--- src/rtl/mem_arb_pkg.sv ---
// Shared types for the unified-memory port arbiter: FSM state, transaction owner
// and the byte-enable width.
package mem_arb_pkg;

    typedef enum logic [1:0] {
        IDLE      = 2'd0,
        WAIT_GNT  = 2'd1,
        WAIT_RESP = 2'd2
    } arb_state_t;

    typedef enum logic {
        OWN_IF = 1'b0,
        OWN_D  = 1'b1
    } owner_t;

    localparam int BE_W = 4;

endpackage

--- src/rtl/mem_arb_watchdog.sv ---
// Response watchdog: counts busy cycles and flags expiry once TIMEOUT cycles have
// been spent in the busy window; the count restarts whenever busy drops.
module mem_arb_watchdog #(
    parameter int TIMEOUT = 64,
    parameter int CW      = $clog2(TIMEOUT + 1)
) (
    input  logic          clk,
    input  logic          reset,
    input  logic          busy,
    output logic          expired,
    output logic [CW-1:0] count
);

    assign expired = busy && (count == CW'(TIMEOUT));

    always_ff @(posedge clk or negedge reset) begin
        if (!reset) begin
            count <= '0;
        end else if (!busy) begin
            count <= '0;
        end else if (!expired) begin
            count <= count + CW'(1);
        end
    end

endmodule

--- src/rtl/mem_port_arbiter.sv ---
// Arbitrates one single-port I/D memory between fetch and load/store, one transaction
// at a time. Define MEM_ARB_TIMEOUT_EN to add the response watchdog and sticky mem_err.
module mem_port_arbiter
    import mem_arb_pkg::*;
#(
    parameter int XLEN       = 32,
    parameter int FAIR_LIMIT = 4,
    parameter int TIMEOUT    = 64
) (
    input  logic                               clk,
    input  logic                               reset,
    input  logic                               if_req,
    input  logic [XLEN-1:0]                    if_addr,
    output logic [XLEN-1:0]                    if_rdata,
    output logic                               if_valid,
    input  logic                               d_req,
    input  logic                               d_we,
    input  logic [BE_W-1:0]                    d_be,
    input  logic [XLEN-1:0]                    d_addr,
    input  logic [XLEN-1:0]                    d_wdata,
    output logic [XLEN-1:0]                    d_rdata,
    output logic                               d_valid,
    output logic                               stall_if,
    output logic                               stall_mem,
    output logic                               mem_req,
    output logic                               mem_we,
    output logic [BE_W-1:0]                    mem_be,
    output logic [XLEN-1:0]                    mem_addr,
    output logic [XLEN-1:0]                    mem_wdata,
    input  logic                               mem_gnt,
    input  logic                               mem_rvalid,
    input  logic [XLEN-1:0]                    mem_rdata,
    output logic                               mem_err,
    output arb_state_t                         dbg_state,
    output logic [$clog2(FAIR_LIMIT+1)-1:0]    dbg_cnt,
    output logic [$clog2(TIMEOUT+1)-1:0]       dbg_wd_cnt
);

    localparam int CNT_W = $clog2(FAIR_LIMIT + 1);

    // Handshake: requests are levels held until their one-cycle *_valid; mem_req
    // is held with stable fields until mem_gnt; mem_rvalid counts only in WAIT_RESP.
    arb_state_t       state, state_nxt;
    owner_t           owner;
    logic [CNT_W-1:0] cnt;
    logic             pick_if, grant, done, wd_expired;
    logic [XLEN-1:0]  resp_data;

    // Fetch wins only when data is idle or data has used up its fairness budget.
    assign pick_if = if_req && (!d_req || (cnt == CNT_W'(FAIR_LIMIT)));

    always_comb begin
        state_nxt = state;
        grant     = 1'b0;
        done      = 1'b0;
        case (state)
            IDLE: begin
                if (if_req || d_req) begin
                    grant     = 1'b1;
                    state_nxt = WAIT_GNT;
                end
            end
            WAIT_GNT: begin
                if (wd_expired) begin
                    done      = 1'b1;
                    state_nxt = IDLE;
                end else if (mem_gnt) begin
                    state_nxt = WAIT_RESP;
                end
            end
            WAIT_RESP: begin
                if (mem_rvalid || wd_expired) begin
                    done      = 1'b1;
                    state_nxt = IDLE;
                end
            end
            default: state_nxt = IDLE;
        endcase
    end

    always_ff @(posedge clk or negedge reset) begin
        if (!reset) begin
            state <= IDLE;
        end else begin
            state <= state_nxt;
        end
    end

    always_ff @(posedge clk or negedge reset) begin
        if (!reset) begin
            owner     <= OWN_IF;
            cnt       <= '0;
            mem_req   <= 1'b0;
            mem_we    <= 1'b0;
            mem_be    <= '0;
            mem_addr  <= '0;
            mem_wdata <= '0;
        end else begin
            mem_req <= (state_nxt == WAIT_GNT);
            if (grant) begin
                if (pick_if) begin
                    owner     <= OWN_IF;
                    cnt       <= '0;
                    mem_we    <= 1'b0;
                    mem_be    <= '1;
                    mem_addr  <= if_addr;
                    mem_wdata <= '0;
                end else begin
                    owner     <= OWN_D;
                    mem_we    <= d_we;
                    mem_be    <= d_be;
                    mem_addr  <= d_addr;
                    mem_wdata <= d_wdata;
                    if (!if_req) begin
                        cnt <= '0;
                    end else if (cnt != CNT_W'(FAIR_LIMIT)) begin
                        cnt <= cnt + CNT_W'(1);
                    end
                end
            end
        end
    end

    // A watchdog completion carries zero data; a real response in the same cycle wins.
    assign resp_data = (state == WAIT_RESP && mem_rvalid) ? mem_rdata : '0;
    assign if_valid  = done && (owner == OWN_IF);
    assign d_valid   = done && (owner == OWN_D);
    assign if_rdata  = if_valid ? resp_data : '0;
    assign d_rdata   = d_valid ? resp_data : '0;
    assign stall_if  = if_req && !if_valid;
    assign stall_mem = d_req && !d_valid;
    assign dbg_state = state;
    assign dbg_cnt   = cnt;

`ifdef MEM_ARB_TIMEOUT_EN
    logic timeout_done;

    mem_arb_watchdog #(.TIMEOUT(TIMEOUT)) u_watchdog (
        .clk     (clk),
        .reset   (reset),
        .busy    (state != IDLE),
        .expired (wd_expired),
        .count   (dbg_wd_cnt)
    );

    assign timeout_done = wd_expired && !(state == WAIT_RESP && mem_rvalid);

    always_ff @(posedge clk or negedge reset) begin
        if (!reset) begin
            mem_err <= 1'b0;
        end else if (timeout_done) begin
            mem_err <= 1'b1;
        end
    end
`else
    assign wd_expired = 1'b0;
    assign dbg_wd_cnt = '0;
    assign mem_err    = 1'b0;
`endif

endmodule
--- config.mk ---
export PLATFORM = sky130hd
export DESIGN_NAME = mem_port_arbiter
export DESIGN_NICKNAME = d
export VERILOG_FILES = /design/src/rtl/mem_arb_pkg.sv /design/src/rtl/mem_arb_watchdog.sv /design/src/rtl/mem_port_arbiter.sv
export SDC_FILE = /design/constraint.sdc
export NUM_CORES = 1
export LEC_CHECK = 0
export CAP_MARGIN = 10
export CORE_AREA = 4 4 124 126
export CTS_BUF_LIST = sky130_fd_sc_hd__clkbuf_4 sky130_fd_sc_hd__clkbuf_8
export CTS_CLUSTER_DIAMETER = 40
export CTS_CLUSTER_SIZE = 10
export DETAILED_ROUTE_END_ITERATION = 8
export DIE_AREA = 0 0 128 130
export MAX_ROUTING_LAYER = met4
export PLACE_DENSITY_LB_ADDON = 0.25
export SYNTH_ARGS = -nofsm -noshare
export SYNTH_HDL_FRONTEND = slang
export SYNTH_SLANG_ARGS = --single-unit
--- constraint.sdc ---
create_clock -name clk -period 2.4 [get_ports clk]
set_clock_uncertainty 0.1 [all_clocks]
set_input_delay 0.24 -clock clk [delete_from_list [all_inputs] [get_ports clk]]
set_output_delay 0.24 -clock clk [all_outputs]
set_load 0.1 [all_outputs]
==> impl_metrics.ini <==
[sta]
finalSetupTns_ns = 0
finalSetupViolCount = 0
fmax_mhz = 462
post-route-min-period_ns = 2.16
timing.final.crit_share = 0.902
slew_headroom = 0.359
hold_slack_ns = 0.397
hold_violations = 0
rsz0062_at_grt = false
slew_viol_final = 0
worstMarginPinSlew_ns = 0.961

[grt]
grt_pass1_wl_um = 24600
grt_pass1_vias = 4498
antenna_found_initial = 1
grt_max_degree = 77
grt-ovfl-total = 0
grtUsageTotal = 0.194

[worst_setup_path]
cp.arrival_ns = 1.82
setup.worst_path.start_class = flip-flop
crit_top_cell = buf_12
worstSetupPathType = flip-flop to output port
crit_family = simple AND/OR/NAND/NOR gates
crit_required_ns = 2.06
critPathBufInv = 2
crit_cells = 5
slowest_delay_ns = 0.44
path_cells = nand2b_1 > nor3b_2 > buf_12 > and2_1 > buf_12
cpMaxStageDelayCell = dfrtp_2
reg2regPathDepth = 6
critPathCaptureType = output port
crit_fanout = 34

[pwr]
pwr-share-seq = 0.195
switching_power_mw = 7.11
pwr-share-comb = 0.717
clockPowerShare = 0.088
internal-power_mw = 4.59
swShare = 0.607
p_leak_nw = 3.68
ir_drop_v = 0.00112
power_mw = 11.7
pwr_density_cell_nw_per_um2 = 1480

[clock_tree]
clock-sinks = 76
tritoncts = done
cts-root-buf = clkbuf_8
cts.path.max_buffers = 2
path_clk_slew_ns = 0.08
post-cts-setup-buffers = 0
h-tree-depth = 3
cts_made_buffers = 9
worstSkewPairLatency_ns = 0.34

[hold_path]
hold_class = input port to flip-flop
hold_depth = 3

[floorplanning]
start_util = 0.294
coreArea_um2 = 14300
row_count = 44
dieHeight_um = 130
dieArea_um2 = 16600
die_x_um = 128
pin_count = 290

[logic_synthesis]
postSynthCellCount = 401
synth_warnings = 0
syn_area_per_cell_um2 = 10.5
syn-cell-area_um2 = 4200
async_flop_share = 1.00
synth_edf_count = 0
synth_cell_types = 33
yosysSeqAreaShare = 0.453
ys_ff_latch = 76
synth_ff_type = dfrtp_1

[route]
ant_nets = 0
vias = 4286
drtIter0Drc = 238
wl_per_cell_um = 19.1
vias_per_cell = 5.04
drcViolationCount = 0
drt_first_pass_iters = 5
routed_wl_um = 16300

[placed_design]
place_hpwl_um = 12600
globalplace.congestion = 0.818
io_buffers = 281
place_area_um2 = 7700

[run]
drv_cap = 0

[layout]
final_cell_mix = 137 x clkdlybuf4s50_1, 86 x buf_4, 73 x dfrtp_1, 73 x buf_12, 65 x and3_1
final_area_um2 = 7920
area_delta_synth_final_pct = 88.4
layout-drive-gt1-share = 0.338
layout_commonest_cell = clkdlybuf4s50_1
fin_util = 0.553
fin_nets = 801

[run_status]
outcome = completed
[registers in the layout (all words and copies together), names as in the netlist]
register   flops
dbg_state      2
mem_we         1
mem_wdata     32
mem_be         4
mem_addr      32
mem_req        1
owner          1
dbg_cnt        3
[cells in the mapped netlist, types with 2 or more instances]
library cell | instances | share of area
and4_1 | 32 | 0.067
buf_4 | 13 | 0.023
inv_1 | 4 | 0.0036
o21ai_0 | 3 | 0.0036
a21oi_1 | 12 | 0.014
clkbuf_1 | 21 | 0.019
a221o_1 | 32 | 0.076
and3_1 | 65 | 0.097
a22o_1 | 33 | 0.069
ha_1 | 2 | 0.0060
dfrtp_1 | 76 | 0.45
nand2_1 | 2 | 0.0018
nand2b_1 | 3 | 0.0045
buf_2 | 14 | 0.017
buf_6 | 7 | 0.019
and2_1 | 65 | 0.097
[final timing paths]
path / startpoint / slack (ns) / to
worst max-delay path: dbg_state[0] / 0.24 / if_rdata[0]
worst min-delay path: mem_gnt / 0.40 / dbg_state[1]
worst max register to register: dbg_cnt[0] / 0.41 / mem_addr[12]
worst min register to register: mem_wdata[8] / 0.41 / mem_wdata[8]
max in group asynchronous: reset / 1.03 / dbg_state[0]
min in group asynchronous: reset / 0.50 / mem_wdata[25]
[metal layers]
layer | GRT usage | share of wire
met1 | 0.231 | 0.39
met2 | 0.313 | 0.49
met4 | 0.0499 | 0.019
met5 | - | 0
met3 | 0.0700 | 0.095
[logic make-up after synthesis]
group | synth area share
AOI/OAI and AO/OA | 0.173
adders and majority gates | 0.00595
buffers and inverters | 0.0822
DFF | 0.453
muxes | 0.00595
other | 0.000892
and+or+nand+nor | 0.280
[power by group through the flow]
stage                     Combinational (mW)  Sequential (mW)  Clock (mW)
final                                   8.38             2.29        1.03
after global routing                    8.67             2.36        1.11
after CTS                               8.43             2.29        1.05
after detailed placement                8.44             2.30           0
after global placement                  8.35             2.30           0
after floorplan                         2.21             6.41           0
[area by class of cell]
cell class              instances  area, um^2
diodes                          1        2.50
clock buffers                  13         166
clock inverters                 3        45.0
fillers                      1271        6390
inverters                       4        15.0
multi-input cells             272        2070
flip-flops and latches         76        1910
well taps                     184         230
repair buffers                297        3490
[what timing repair did]
item | in CTS | in global routing
gates resized for setup | 0 | 0
hold buffers | 1 | 0
hold endpoints to repair | 76 | 0
[stage by stage]
stage | std cells | worst slack [ns]
floorplan | 408 | 0.00321
global placement | 832 | 0.321
detailed placement | 832 | 0.271
CTS | 849 | 0.201
global route | 850 | 0.0987
finish | 850 | 0.235
[worst min-delay path, stage by stage]
cell and delay (ns):
clkdlybuf4s50_1 0.44, inv_1 0.07, o22ai_1 0.06
Note: power is estimated with default switching activity, not from simulation.
